[src/rtl/universal_shift_register.sv]
`default_nettype none
// ---------------------------------------------------------------------------
// universal_shift_register: hold / shift right / shift left / load register
// with a saturating count of shifts since the last load or reset.
// Define USR_ROTATE_EN to rotate instead of taking sin_r / sin_l.
// Revision: 1.0
// ---------------------------------------------------------------------------
module universal_shift_register #(
  parameter int WIDTH = 8
) (
  input  logic                         clk,
  input  logic                         rst,
  input  logic                         en,
  input  logic [1:0]                   mode,
  input  logic [WIDTH-1:0]             d,
  input  logic                         sin_r,
  input  logic                         sin_l,
  output logic [WIDTH-1:0]             q,
  output logic                         sout_r,
  output logic                         sout_l,
  output logic [$clog2(WIDTH+1)-1:0]   shift_cnt,
  output logic                         full
);

  localparam int CW = $clog2(WIDTH + 1);
  localparam logic [CW-1:0] C_CNT_MAX = CW'(WIDTH);

  localparam logic [1:0] C_MODE_HOLD  = 2'b00;
  localparam logic [1:0] C_MODE_RIGHT = 2'b01;
  localparam logic [1:0] C_MODE_LEFT  = 2'b10;
  localparam logic [1:0] C_MODE_LOAD  = 2'b11;

  logic [WIDTH-1:0] q_q, q_d;
  logic [CW-1:0]    cnt_q, cnt_d, cnt_inc;
  logic             ser_r, ser_l;

`ifdef USR_ROTATE_EN
  // Serial inputs stay on the port list in both builds; rotation ignores them.
  logic unused_sin;
  assign unused_sin = sin_r ^ sin_l;
  assign ser_r = q_q[0];
  assign ser_l = q_q[WIDTH-1];
`else
  assign ser_r = sin_r;
  assign ser_l = sin_l;
`endif

  assign cnt_inc = (cnt_q == C_CNT_MAX) ? cnt_q : cnt_q + CW'(1);

  always_comb begin
    q_d   = q_q;
    cnt_d = cnt_q;
    if (en) begin
      case (mode)
        C_MODE_HOLD: ;
        C_MODE_RIGHT: begin
          q_d   = {ser_r, q_q[WIDTH-1:1]};
          cnt_d = cnt_inc;
        end
        C_MODE_LEFT: begin
          q_d   = {q_q[WIDTH-2:0], ser_l};
          cnt_d = cnt_inc;
        end
        C_MODE_LOAD: begin
          q_d   = d;
          cnt_d = '0;
        end
        default: ;
      endcase
    end
  end

  always_ff @(posedge clk) begin
    if (rst) begin
      q_q   <= '0;
      cnt_q <= '0;
    end else begin
      q_q   <= q_d;
      cnt_q <= cnt_d;
    end
  end

  assign q         = q_q;
  assign sout_r    = q_q[0];
  assign sout_l    = q_q[WIDTH-1];
  assign shift_cnt = cnt_q;
  assign full      = (cnt_q == C_CNT_MAX);

endmodule
`default_nettype wire

[config.mk]
export PLATFORM = sky130hd
export DESIGN_NAME = universal_shift_register
export DESIGN_NICKNAME = d
export VERILOG_FILES = /design/src/rtl/universal_shift_register.sv
export SDC_FILE = /design/constraint.sdc
export NUM_CORES = 1
export LEC_CHECK = 0
export CORE_MARGIN = 2
export CORE_UTILIZATION = 36
export CTS_CLUSTER_DIAMETER = 100
export DETAILED_ROUTE_END_ITERATION = 8
export GPL_TIMING_DRIVEN = 1
export PLACE_DENSITY = 0.73
export RECOVER_POWER = 25
export SLEW_MARGIN = 20
export SYNTH_ARGS = -nofsm -noshare
export SYNTH_HDL_FRONTEND = slang
export SYNTH_SLANG_ARGS = --single-unit
[constraint.sdc]
create_clock -name clk -period 1.6 [get_ports clk]
set_input_delay 0.32 -clock clk [delete_from_list [all_inputs] [get_ports clk]]
set_output_delay 0.32 -clock clk [all_outputs]
set_load 0.005 [all_outputs]
-- Word level (Yosys, flattened, before mapping)
Index checks and enable logic that the tools add are counted.
- register bits: 12
- bits in latches: 0
- RAM bits: 0
- ROM bits: 0
- output and inout bits: 15
- logic and storage cells: 16
- memories: 0
- add/sub/neg operators: 1
- multiply operators: 0
- divide/modulo/power cells: 0
- magnitude comparators: 0
- equality and inequality tests: 5
- shifts and indexed selects: 0
- muxes and demuxes: 3
- bitwise logic cells: 0
- reductions and logical operators: 5
- operator list (cell ; count):
    8-bit case mux with 3 select lines ; 1
    4-bit case mux with 2 select lines ; 1
    4-bit by 1-bit adder with 4-bit output (second input constant) ; 1
    2-bit == test (second input constant) ; 2
    4-bit == test (second input constant) ; 1
    4-bit two-way mux ; 1
    3-bit AND reduction ; 1
    3-bit nonzero test ; 1
    2-bit by 1-bit == test with 1-bit output (second input constant) ; 1
    2-bit != test (second input constant) ; 1
    2-bit AND reduction ; 1
    2-bit nonzero test ; 1
    2-bit OR reduction ; 1

-- Logic depth before layout (Yosys ltp)
- depth after elaboration: 4
- mapped depth: 7
- gate-level depth less buffers: 5

-- Least setup slack after synthesis
OpenSTA, ideal clock, no wires.
- path type: in2reg
- start point: input mode[0]
- end point: register cnt_q[1] (netlist: shift_cnt[1])
- setup time: 0.070 ns
- arrival time: 1.482 ns
- data required time: 1.530 ns
- path slack: 0.048 ns
- stages on the path: 5
- path buffers: 0
- cells stage by stage: inv_1 ha_1 and4b_4 or4b_1 a21oi_1
- word-level cells in the longest chain between the ends: 4
- elaborated cells between the ends (all ways): 8
- classes of those cells: 4 x eq/ne; 1 x mux; 3 x reduce/logical
- ends and longest elaborated chain (what ; RTL line ; source):
    from (decl) ; 14 ; input logic [1:0] mode,
    2-bit == test or 2-bit by 1-bit == test with 1-bit output (tied branches) ; 54 ; case (mode)
    2-bit OR reduction (no line) ; -- ;
    2-bit != test (no line) or 2-bit nonzero test (tied branches) ; -- ;
    3-bit AND reduction (no line) ; -- ;
    to (signal assigned) ; 79 ; cnt_q <= cnt_d;
    to (decl) ; 34 ; logic [CW-1:0] cnt_q, cnt_d, cnt_inc;
Several ways; a longest one is shown, not always the timed one.
A chain may end at the register's enable or synchronous reset.

-- Worst setup path in the final report
- start point: register cnt_q[2] (netlist: shift_cnt[2])
- end point: output shift_cnt[2]
- RTL lines (what ; RTL line ; source):
    to (decl) ; 21 ; output logic [$clog2(WIDTH+1)-1:0] shift_cnt,
No word-level cell between the ends.

==> summary.txt <==
DR top layer: met4
Reg power frac: 0.430
Tot GR Track Use: 0.193
Initial antenna violation count: 0
Maximum vdd drop: 0.000422 V
Clock Skew: 0.00262 ns
ANT nets after route: 0
H-Tree Level Count: 1
WL met3: 122 um
First-pass GRT wire length: 3020 um
Area share of and/or/nand/nor cells after synthesis: 0.203
Worst R2R Start: shift_cnt[0]
First drt pass iteration count: 4
Max clock buf depth: 2
Slew Viols, Final: 0
TNS Setup: 0 ns
Hold_buf cts: 0
Routed WL: 1910 um
Seq/Total Area, Yosys: 0.347
Internal reg-to-reg setup slack: 0.19 ns
Worst R2R Path Depth: 5
Met1 wire length: 881 um
Total core area: 0.00176 mm^2
XOR/XNOR Fraction of Synth Area: 0
Clock sinks: 12
Cts bufs inserted: 3
Crit end category: primary output
Worst path cell trace: buf_4 -> clkdlybuf4s50_1
Ant diodes: 0
Worst Setup SP: shift_cnt[2]
Final Hold Vio Count: 0
Crit-path max FO: 5
Crit path DAT: 1.23 ns
Residual DRC count: 0
GP Congestion: 0.764
Outcome: completed
Compound-Gate Fraction of Synth Area: 0.268
Area growth from synthesis to layout: 67.8%
Largest net degree at the start of global routing: 16
DR iter-0 viols: 28
Fin crit share: 0.970
Pleak: 0.471 nW
RR Endpoint: shift_cnt[1]
Worst Hold Class: flop to flop
I/O Buffers: 29
Mean Syn Cell Area: 8.44 um^2
Power density over the cells: 671 mW/mm^2
Post-placement setup slack: -0.524 ns
Maxcap violations: 0
Number of distinct library cells after synthesis: 23
Switch share: 0.264
Die area: 0.00229 mm^2
Synth warn: 0
GR Overflow Total: 0
Period minus WS final: 1.55 ns
Crit path to: shift_cnt[2]
Synth Instances: 82
Wire length per cell: 12.8 um
RSZ-0062 raised after global routing: false
Root Driver: clkbuf_4
Design area: 0.00116 mm^2
Cell internal pwr: 573 uW
Chip width: 47.8 um
Worst-path clk slew: 0.08 ns
Worst slew pin tran: 0.477 ns
Routed wl met2: 883 um
Highest-count cells in the layout ignoring fill and taps: 25 x clkdlybuf4s50_1, 17 x buf_4, 9 x nand2_1, 9 x nor2_1
Mapped Area: 692 um^2
TritonCTS clock tree: yes
CP max stage delay: 0.49 ns
Initial core utilization: 0.392
Clock Power Share: 0.318
Commonest non-fill, non-tap cell in the layout: clkdlybuf4s50_1
Post-DP Area: 0.00108 mm^2
Startpoint Class: flop
Final HPWL DP: 1390 um
Die height: 47.8 um
Vias: 793
Slowest-stage cell, CP: clkdlybuf4s50_1
CP required: 1.28 ns
Vias in the first global route: 674
FF+latch count, synth: 12
Combinational share of power: 0.252
Maximum clock frequency: 0.644 GHz
Multiplexer share of the synthesized area: 0
Final setup vio count: 0
Largest family of logic cells by synthesized area: compound AO/OA/AOI/OAI gates
Ports: 30
Filler cell count in the final layout: 164
Sw power: 205 uW
Hold Path Origin: shift_cnt[3]
Slack of the critical path: 0.0475 ns
Via density: 5.29
Mapped Nets: 102
Clock Latency Late Sink: 0.27 ns
# rows: 15
Max-slew headroom: 0.681
Post-Synth Adder-Cell Area: 0.0904
Layout Nets: 146
Final core utilization: 0.658
Layout cells sized above 1: 0.248
Setup CP Type: flop to primary output
## flip-flops by register name, summed over array words and instances, names as in the netlist
register / cells
q: 8
shift_cnt: 4
## power by group through the flow
stage          logic, mW  clock network [mW]  registers [mW]
6_report           0.196               0.247           0.335
5_1_grt            0.217               0.265           0.338
4_1_cts            0.194               0.258           0.335
3_5_place_dp       0.190                   0           0.341
3_3_place_gp       0.187                   0           0.340
2_1_floorplan     0.0766                   0           0.342
## cell families after synthesis
| kind of cell | Yosys count |
|---|---|
| compound gates | 26 |
| flops | 12 |
| simple gates | 27 |
| fa+ha+maj | 5 |
| buf+inv | 12 |
## synthesized netlist by cell type
master      n  share of area
nor3_1      2          0.014
a21oi_1     3          0.022
buf_2       1         0.0072
and4b_4     1          0.020
o21ai_0     4          0.029
nor2_1      9          0.049
a311oi_1    8           0.10
and3b_1     1          0.013
clkbuf_1    3          0.016
clkbuf_8    1          0.020
nand3_1     1         0.0072
buf_4       2          0.022
nor2b_1     1         0.0090
nand2_1     9          0.049
a22oi_1     8          0.087
nand4bb_1   1          0.016
nand3b_1    1          0.011
a31oi_1     2          0.018
inv_1       5          0.027
ha_1        5          0.090
or4b_1      1          0.014
dfxtp_1    12           0.35
o31ai_1     1          0.011
## worst min path at each step
stage / to / cells after the start / slack, ns
floorplan: q[5] / 1 / 0.39
global placement: q[4] / 2 / 0.50
detailed placement: q[3] / 2 / 0.51
CTS: q[6] / 2 / 0.53
global route: shift_cnt[3] / 2 / 0.53
finish: shift_cnt[3] / 2 / 0.51
## worst max-delay path, delay by kind of cell (launching register included)
family | cells | cell delay [ns]
buf+inv | 2 | 0.61
flops | 1 | 0.34
## metal layers
layer | vias to the layer above | global-route usage
met4 | 0 | 0.130
met1 | 365 | 0.261
met5 | - | 0
met3 | 2 | 0.0340
met2 | 38 | 0.277
li1 | 388 | -
## layout make-up
class,instances,area (um^2),share of cell area
repair buffers,46,417,0.359
multi-input cells,58,413,0.356
flip-flops and latches,12,245,0.211
clock buffers,4,36.3,0.0313
well taps,25,31.3,0.0269
inverters,5,18.8,0.0162
## stage by stage
| stage | instances | hold WS, ns | power (mW) |
|---|---|---|---|
| after detailed placement | 144 | 0.507 | 0.531 |
| after global placement | 144 | 0.499 | 0.527 |
| final | 150 | 0.511 | 0.779 |
| after floorplan | 82 | 0.392 | 0.418 |
| after global routing | 150 | 0.526 | 0.820 |
| after CTS | 149 | 0.525 | 0.786 |
## repair_timing
| action | in CTS | in global routing |
|---|---|---|
| gates cloned | 0 | 0 |
| gates resized for setup | 9 | 5 |
| setup endpoints to repair | 9 | 4 |
| pin swaps | 2 | 0 |
| setup buffers | 1 | 1 |
No activity file was read; power rests on OpenSTA's default activity.
